$ cat config.mk
export PLATFORM = sky130hd
export DESIGN_NAME = rv_mc_ctrl
export DESIGN_NICKNAME = d
export VERILOG_FILES = /design/src/rtl/rv_mc_ctrl.sv
export SDC_FILE = /design/constraint.sdc
export NUM_CORES = 1
export LEC_CHECK = 0
export ABC_CLOCK_PERIOD_IN_PS = 3200
export BUFFER_PORTS_ARGS = -buffer_cell sky130_fd_sc_hd__clkbuf_2
export CAP_MARGIN = 10
export CORE_ASPECT_RATIO = 1.4
export CORE_UTILIZATION = 35
export DETAILED_ROUTE_END_ITERATION = 6
export PLACE_DENSITY = 0.6
export SLEW_MARGIN = 20
export SYNTH_ARGS = -nofsm -noshare
export SYNTH_HDL_FRONTEND = slang
export SYNTH_SLANG_ARGS = --single-unit
$ cat constraint.sdc
create_clock -name clk -period 3.2 [get_ports clk]
set_input_delay 0.16 -clock clk [delete_from_list [all_inputs] [get_ports clk]]
set_output_delay 0.16 -clock clk [all_outputs]
set_load 0.02 [all_outputs]
$ cat src/rtl/rv_mc_ctrl.sv
`default_nettype none
// ============================================================================
// rv_mc_ctrl : multi-cycle FETCH/DECODE/EXEC/MEM/WB sequencer for Cilantro.
// Optional sticky illegal-opcode trap enabled by RV_MC_ILLEGAL_TRAP_EN.
// Revision: 1.0
// ============================================================================
module rv_mc_ctrl #(
  parameter int CNT_W = 32
) (
  input  logic             clk,
  input  logic             rst,
  input  logic [6:0]       opcode,
  input  logic             branch_taken,
  input  logic             imem_ack,
  input  logic             dmem_ack,
  output logic             imem_req,
  output logic             dmem_req,
  output logic             dmem_we,
  output logic             ir_we,
  output logic             pc_we,
  output logic [1:0]       pc_sel,
  output logic [2:0]       imm_type,
  output logic             alu_a_sel,
  output logic             alu_b_sel,
  output logic [1:0]       alu_op,
  output logic             reg_we,
  output logic [1:0]       wb_sel,
  output logic             retire,
  output logic             trap,
  output logic [2:0]       state,
  output logic [CNT_W-1:0] instret
);

  typedef enum logic [2:0] {
    S_FETCH  = 3'd0,
    S_DECODE = 3'd1,
    S_EXEC   = 3'd2,
    S_MEM    = 3'd3,
    S_WB     = 3'd4,
    S_TRAP   = 3'd5
  } state_e;

  typedef enum logic [3:0] {
    C_NONE    = 4'd0,
    C_LOAD    = 4'd1,
    C_STORE   = 4'd2,
    C_BRANCH  = 4'd3,
    C_OPIMM   = 4'd4,
    C_OP      = 4'd5,
    C_LUI     = 4'd6,
    C_AUIPC   = 4'd7,
    C_JAL     = 4'd8,
    C_JALR    = 4'd9,
    C_ILLEGAL = 4'd10
  } cls_e;

  localparam logic [2:0] IMM_NONE = 3'd0;
  localparam logic [2:0] IMM_I    = 3'd1;
  localparam logic [2:0] IMM_S    = 3'd2;
  localparam logic [2:0] IMM_B    = 3'd3;
  localparam logic [2:0] IMM_U    = 3'd4;
  localparam logic [2:0] IMM_J    = 3'd5;

  state_e           state_q, state_d;
  cls_e             cls_q, cls_d, opc_cls;
  logic [CNT_W-1:0] instret_q, instret_d;
`ifdef RV_MC_ILLEGAL_TRAP_EN
  logic             trap_q, trap_d;
`endif

  function automatic logic [2:0] imm_of(input cls_e c);
    case (c)
      C_LOAD, C_OPIMM, C_JALR: imm_of = IMM_I;
      C_STORE:                 imm_of = IMM_S;
      C_BRANCH:                imm_of = IMM_B;
      C_LUI, C_AUIPC:          imm_of = IMM_U;
      C_JAL:                   imm_of = IMM_J;
      default:                 imm_of = IMM_NONE;
    endcase
  endfunction

  always_comb begin
    case (opcode)
      7'b0000011: opc_cls = C_LOAD;
      7'b0100011: opc_cls = C_STORE;
      7'b1100011: opc_cls = C_BRANCH;
      7'b0010011: opc_cls = C_OPIMM;
      7'b0110011: opc_cls = C_OP;
      7'b0110111: opc_cls = C_LUI;
      7'b0010111: opc_cls = C_AUIPC;
      7'b1101111: opc_cls = C_JAL;
      7'b1100111: opc_cls = C_JALR;
      default:    opc_cls = C_ILLEGAL;
    endcase
  end

  // Strobes are zero while rst is high so a withdrawn request is visible at once.
  always_comb begin
    imem_req  = 1'b0;
    dmem_req  = 1'b0;
    dmem_we   = 1'b0;
    ir_we     = 1'b0;
    pc_we     = 1'b0;
    pc_sel    = 2'b00;
    imm_type  = IMM_NONE;
    alu_a_sel = 1'b0;
    alu_b_sel = 1'b0;
    alu_op    = 2'b00;
    reg_we    = 1'b0;
    wb_sel    = 2'b00;
    retire    = 1'b0;
    state_d   = state_q;
    cls_d     = cls_q;
`ifdef RV_MC_ILLEGAL_TRAP_EN
    trap_d    = trap_q;
`endif
    if (!rst) begin
      case (state_q)
        S_FETCH: begin
          imem_req = 1'b1;
          if (imem_ack) begin
            ir_we   = 1'b1;
            state_d = S_DECODE;
          end
        end
        S_DECODE: begin
          cls_d    = opc_cls;
          imm_type = imm_of(opc_cls);
          if (opc_cls == C_ILLEGAL) begin
`ifdef RV_MC_ILLEGAL_TRAP_EN
            trap_d  = 1'b1;
            state_d = S_TRAP;
`else
            pc_we   = 1'b1;
            retire  = 1'b1;
            state_d = S_FETCH;
`endif
          end else begin
            state_d = S_EXEC;
          end
        end
        S_EXEC: begin
          imm_type = imm_of(cls_q);
          state_d  = S_WB;
          case (cls_q)
            C_LOAD, C_STORE: begin
              alu_b_sel = 1'b1;
              state_d   = S_MEM;
            end
            C_BRANCH: begin
              alu_op  = 2'b10;
              pc_we   = 1'b1;
              pc_sel  = branch_taken ? 2'b01 : 2'b00;
              retire  = 1'b1;
              state_d = S_FETCH;
            end
            C_OPIMM: begin
              alu_b_sel = 1'b1;
              alu_op    = 2'b01;
            end
            C_OP:    alu_op = 2'b01;
            C_LUI: begin
              alu_b_sel = 1'b1;
              alu_op    = 2'b11;
            end
            C_AUIPC, C_JAL: begin
              alu_a_sel = 1'b1;
              alu_b_sel = 1'b1;
            end
            C_JALR:  alu_b_sel = 1'b1;
            default: state_d = S_FETCH;
          endcase
        end
        S_MEM: begin
          dmem_req = 1'b1;
          dmem_we  = (cls_q == C_STORE);
          if (dmem_ack) begin
            if (cls_q == C_STORE) begin
              pc_we   = 1'b1;
              retire  = 1'b1;
              state_d = S_FETCH;
            end else begin
              state_d = S_WB;
            end
          end
        end
        S_WB: begin
          reg_we  = 1'b1;
          pc_we   = 1'b1;
          retire  = 1'b1;
          state_d = S_FETCH;
          case (cls_q)
            C_LOAD:  wb_sel = 2'b01;
            C_JAL: begin
              wb_sel = 2'b10;
              pc_sel = 2'b01;
            end
            C_JALR: begin
              wb_sel = 2'b10;
              pc_sel = 2'b10;
            end
            default: wb_sel = 2'b00;
          endcase
        end
        default: ;
      endcase
    end
    instret_d = instret_q + {{(CNT_W-1){1'b0}}, retire};
  end

  always_ff @(posedge clk) begin
    if (rst) begin
      state_q   <= S_FETCH;
      cls_q     <= C_NONE;
      instret_q <= '0;
`ifdef RV_MC_ILLEGAL_TRAP_EN
      trap_q    <= 1'b0;
`endif
    end else begin
      state_q   <= state_d;
      cls_q     <= cls_d;
      instret_q <= instret_d;
`ifdef RV_MC_ILLEGAL_TRAP_EN
      trap_q    <= trap_d;
`endif
    end
  end

  assign state   = rst ? 3'd0 : state_q;
  assign instret = rst ? '0 : instret_q;
`ifdef RV_MC_ILLEGAL_TRAP_EN
  assign trap    = rst ? 1'b0 : trap_q;
`else
  assign trap    = 1'b0;
`endif

endmodule
`default_nettype wire

Word-level counts from Yosys, hierarchy flattened:

Memory sizes are Yosys's and may differ from the RTL's. A register that Yosys moved wholly into a read port is not among the register bits.
Cells that the tools add are included.

* flip-flop bits (word level): 39
* memory bits (read-only): 96
* input port bits: 12
* logic and storage cells: 87
* memories: 2

Memory list
* (name not given): depth 16, bits a word 3, rd ports 1, clocked after memory_dff 0, write ports 0, RTL line 72 `case (c)`
* (name not given): depth 16, bits a word 3, rd ports 1, clocked after memory_dff 1, write ports 0, RTL line 72

* add/subtract/negate cells: 1
* equal/unequal tests: 25
* multiplexer cells: 47
* reductions and logical operators: 9

Operators with widths (count)
* one-hot mux 4 bit (9 select lines): 1
* adder 32 x 1 -> 32 bit: 1
* 2-to-1 mux 32 bit: 1
* 2-to-1 mux 1 bit: 24
* == test 7 x 6 -> 1 bit, second input constant: 3
* == test 7 bit, second input constant: 3
* == test 4 x 3 -> 1 bit, second input constant: 4
* 2-to-1 mux 3 bit: 5
* one-hot mux 3 bit (5 select lines): 1
* == test 7 x 5 -> 1 bit, second input constant: 2
* == test 4 bit, second input constant: 3
* 2-to-1 mux 2 bit: 6
* one-hot mux 2 bit (2 select lines): 3
* one-hot mux 3 bit (2 select lines): 2
* == test 4 x 2 -> 1 bit, second input constant: 2
* 2-to-1 mux 4 bit: 2
* OR reduction 2 bit: 4
* == test 7 x 2 -> 1 bit, second input constant: 1
* OR reduction 7 bit: 1
* == test 3 x 2 -> 1 bit, second input constant: 2
* one-hot mux 2 bit (3 select lines): 1
* OR reduction 6 bit: 1
* nonzero test 5 bit: 1
* == test 4 x 1 -> 1 bit, second input constant: 1
* 6 further kinds: 7

Longest topological paths before layout:

* depth after elaboration: 7
* mapped depth: 14
* depth with buffers taken out: 13

Worst setup path before layout:

OpenSTA, ideal clock, no wires.

* path type: input to register
* start: input port opcode[2]
* end: register instret_q[25]
* data arrival time: 2.754 ns
* data required time: 3.072 ns
* slack: 0.319 ns
* stages: 14
* cell sequence: buf_6 -> inv_2 -> nor3_1 -> nor4_4 -> nor3b_1 -> a311oi_1 -> nor3b_1 -> ha_1 -> and2_1 -> nand2_1 -> nor3_2 -> nand4_1 -> xor2_1 -> nor2_1

* word-level cells in the longest chain between the ends: 7
* elaborated cells between the ends (all ways): 15
* those cells by class: 1 x add/sub; 10 x eq/ne; 4 x mux

RTL lines
* start, declared: RTL line 12 `input logic [6:0] opcode,`
* == test 7 bit, or another cell as far along: RTL line 83 `case (opcode)`
* one-hot mux 4 bit (9 select lines) *: RTL line 83
* == test 4 bit *: RTL line 129 `if (opc_cls == C_ILLEGAL) begin`
* 2-to-1 mux 1 bit *
* one-hot mux 1 bit (4 select lines) *
* 2-to-1 mux 1 bit *
* net pc_we: RTL line 20 `output logic pc_we,`
* adder 32 x 1 -> 32 bit *: RTL line 208 `instret_d = instret_q + {{(CNT_W-1){1'b0}}, retire};`
* end signal, assigned: RTL line 222 `instret_q <= instret_d;`
* end, declared: RTL line 66 `logic [CNT_W-1:0] instret_q, instret_d;`

Mark *: on every way through the listed nets, which the timed path passes. The rest lies on a longest branch.
A chain may end at the register's enable or synchronous reset.

Worst setup path in the final report:

* start: register cls_q[1]
* end: register instret_q[25]

* word-level cells in the longest chain between the ends: 6
* elaborated cells between the ends (all ways): 8
* those cells by class: 1 x add/sub; 2 x eq/ne; 5 x mux

RTL lines
* start, declared: RTL line 65 `cls_e cls_q, cls_d, opc_cls;`
* start signal, assigned: RTL line 221 `cls_q <= cls_d;`
* == test 4 x 2 -> 1 bit: RTL line 178 `if (cls_q == C_STORE) begin`
* 2-to-1 mux 1 bit: RTL line 178
* 2-to-1 mux 1 bit: RTL line 177 `if (dmem_ack) begin`
* one-hot mux 1 bit (4 select lines) *: RTL line 118 `case (state_q)`
* 2-to-1 mux 1 bit *: RTL line 117 `if (!rst) begin`
* adder 32 x 1 -> 32 bit *: RTL line 208

Every way passes the cells marked *; elsewhere a longest branch is shown, timed or not.

==> metrics.csv <==
stage;metric;value;unit
timing;final clock skew;0.005674;ns
logic_synthesis;FFs w/ async S/R, synth;0;%
hold_path;Tightest Hold Check Type;input pin to flip-flop;
clock_network;Resize count post-CTS;0;
timing;Worst-Margin Slew;0.6684;ns
logic_synthesis;Synth Net Count;342;
placed_design;PortBufs;64;
worst_setup_path;CP required;3.37;ns
logic_synthesis;Synth cell types;52;
detailed_routing;Total Wirelength;5737;um
layout;most common cell after layout, fill and taps aside;clkbuf_2;
grt;vias in the first global route;2088;
timing;Finish-stage setup viols;0;
pwr;power density over the cells;320.7;nW/um^2
layout;fillcell total;783;
layout;Reg area;840.8;um^2
layout;multi-input logic area;1649;um^2
logic_synthesis;sequential share of the synthesized area;31.85;%
die;Rows;37;
timing;RSZ-0062 raised after global routing;no;
layout;share of post-route cells with drive strength above 1;22.89;%
grt;first-pass GRT wire length;9473;um
worst_setup_path;slowest stage delay, CP;0.54;ns
clock_network;number of hold buffers added after cts;0;
logic_synthesis;post-synthesis instance total;328;
clock_network;Clock Pin Slew Worst Setup and Hold Paths;0.08;ns
worst_setup_path;Crit-path slowest cell;dfxtp_1;
die;die area;7899;um^2
detailed_routing;DR WL/cell;12.03;um
clock_network;H-tree Lvls;2;
timing;Slew Limit Fails;0;
layout;area delta synth->final;15.55;%
clock_network;CTS buffer count;5;
clock_network;insertion delay to the later sink of the worst-skew pair;0.29;ns
pwr;Lkg Pwr;1.281;nW
worst_setup_path;CP Max Fanout;10;
layout;Finished Core Util;41.70;%
detailed_routing;initial DRC count;103;
logic_synthesis;Synth Area per Inst;8.049;um^2
timing;final hold vios;0;
detailed_routing;Via-to-Cell Ratio;4.893;
timing;min Tclk post-route;2.739;ns
die;chip width;75.40;um
detailed_routing;post-route ant nets;0;
grt;largest net degree at the start of global routing;47;
hold_path;hold_sp;dmem_ack;
worst_setup_path;start point of the critical path;cls_q[1]$_SDFFE_PP0N_;
logic_synthesis;number of flops mapped to enable cells by yosys;0;
run;Max Cap Viol;0;
timing;Slew headroom;55.25;%
logic_synthesis;yosys warns;0;
timing;setup tns final;0;ns
die;Die Ht;104.8;um
layout;# diodes;0;
layout;Layout Nets;394;
pwr;highest ir drop seen on vdd;0.0001305;V
layout;most frequent cells in the layout;clkbuf_2 (64), nor2_1 (54), dfxtp_1 (42);
clock_network;CTS tree;yes;
logic_synthesis;Synth Flop Type;dfxtp_1;
detailed_routing;DRC violations left;0;
die;Core Area;7315;um^2
logic_synthesis;number of synthesized register bits;42;
die;Initial Utilization;36.09;%
grt;GRT Util Overall;15.29;%
clock_network;Clock Root Buffer;clkbuf_8;
die;Ports;66;
worst_setup_path;CP startpoint kind;flip-flop;
placed_design;DPL Wire Length;4436;um
run_status;status;completed;
clock_network;Clock Tree Buf Depth;2;
grt;Remaining Overflow, GRT;0;
clock_network;postcts setup bufs;0;
worst_setup_path;Reg2Reg Launch Point;cls_q[1]$_SDFFE_PP0N_;
worst_setup_path;critical path arrival;2.91;ns
detailed_routing;Pre-Repair DR Iteration Count;4;
placed_design;GP Congestion;0.8500;
clock_network;CTS Sinks;42;
worst_setup_path;crit path cell chain;nand2_1 -> nor2_1 -> a311oi_1 -> nor3b_1 -> ha_1 -> and2_1 -> nand2_1 -> nor3_2 -> nand4_1 -> xor2_1 -> nor2_1;
detailed_routing;via count;2334;
timing;Final period util;85.60;%
worst_setup_path;class of the most critical setup path;flip-flop to flip-flop;
timing;fmax;365.1;MHz
worst_setup_path;crit end category;flip-flop;
logic_synthesis;Post-Syn Area;2640;um^2
grt;initial antenna violation count;0;
[report_power, final]
group | leakage (nW) | internal (mW) | switching (mW)
clock | 0.0438 | 0.146 | 0.173
sequential | 0.340 | 0.531 | 0.0127
combinational | 0.898 | 0.0408 | 0.0741
total | 1.28 | 0.719 | 0.260
[cells in the mapped netlist, types with 2 or more instances]
cell      instances  area share (%)
xnor2_1           9             3.0
and2_1            7             1.7
and2_4            2            0.66
a31oi_1           2            0.47
clkbuf_1         14             2.0
nand4_1           7             1.7
buf_6             2            0.85
nor3_1            8             1.5
a211oi_1          3            0.85
nor4_1            3            0.71
nor3b_1           2            0.57
nand2_1          20             2.8
xor2_1           24             8.0
and3_1            2            0.47
nor2_1           54             7.7
nor2b_1          41             9.7
nor4_4            3             2.4
ha_1              2            0.95
o21ai_0           5            0.95
nand3_1          19             3.6
a21oi_1          11             2.1
o31ai_1           2            0.57
mux2i_1           2            0.76
clkbuf_8          2             1.0
inv_1             4            0.57
nand2b_1          5             1.2
buf_4             3            0.85
and4_1            5             1.7
dfxtp_1          42              32
[registers in the layout, summed over array words and instances, names as in the netlist, named ones only]
signal	cells
cls_q	4
instret_q	32
state_q	3
[worst max-delay path: cells and delay by family, from the launching register on]
kind            cells  cell delay [ns]
xor+xnor            1             0.14
fa+ha+maj           1             0.24
flops               1             0.54
simple gates        8             1.58
compound gates      1             0.12
[final cells by class]
class / instances / share of cell area [%]
Multi-Input combinational cell: 259 / 54.06
Sequential cell: 42 / 27.56
Timing Repair Buffer: 66 / 10.99
Tap cell: 97 / 3.979
Clock buffer: 5 / 2.256
Inverter: 6 / 0.8203
Clock inverter: 2 / 0.3281
[through the flow]
stage / total power [mW] / hold slack [ns] / setup WS, ns / area, um^2 / cells
global placement: 0.6715 / 0.4893 / 0.4726 / 2972 / 470
floorplan: 0.6475 / 0.4386 / 0.3187 / 2640 / 328
CTS: 0.9902 / 0.3456 / 0.4383 / 3050 / 477
finish: 0.9783 / 0.3467 / 0.4608 / 3050 / 477
global route: 1.027 / 0.3377 / 0.1607 / 3050 / 477
detailed placement: 0.6722 / 0.4992 / 0.3712 / 2972 / 470
[logic make-up (layout without fill, tap and decap cells)]
| logic type | Yosys count | count (layout) | share of synthesized area [%] |
|---|---|---|---|
| AO/OA/AOI/OAI | 34 | 34 | 8.720 |
| XOR/XNOR | 33 | 33 | 10.95 |
| adder cells (fa/ha/maj) | 2 | 2 | 0.9477 |
| buffers and inverters | 27 | 79 | 5.687 |
| flip-flops | 42 | 42 | 31.85 |
| multiplexers | 2 | 2 | 0.7583 |
| other | 1 | 1 | 0.1420 |
| AND/OR/NAND/NOR | 187 | 187 | 40.95 |
[final timing paths]
kind | cells after the start | to | slack (ns)
setup / recovery | 11 | instret_q[25]$_SDFF_PP0_ | 0.46
hold reg to reg | 2 | instret_q[31]$_SDFF_PP0_ | 0.51
hold / removal | 4 | state_q[2]$_SDFFE_PP0P_ | 0.35
setup reg to reg | 11 | instret_q[25]$_SDFF_PP0_ | 0.46
[layer usage]
layer,GRT usage [%],vias to the layer above,share of wire (%)
met4,5.556,0,1.1
li1,-,1215,-
met5,0,-,0
met1,18.18,1061,44
met2,26.02,54,50
met3,3.472,4,4.7
No activity file was read; power rests on OpenSTA's default activity.
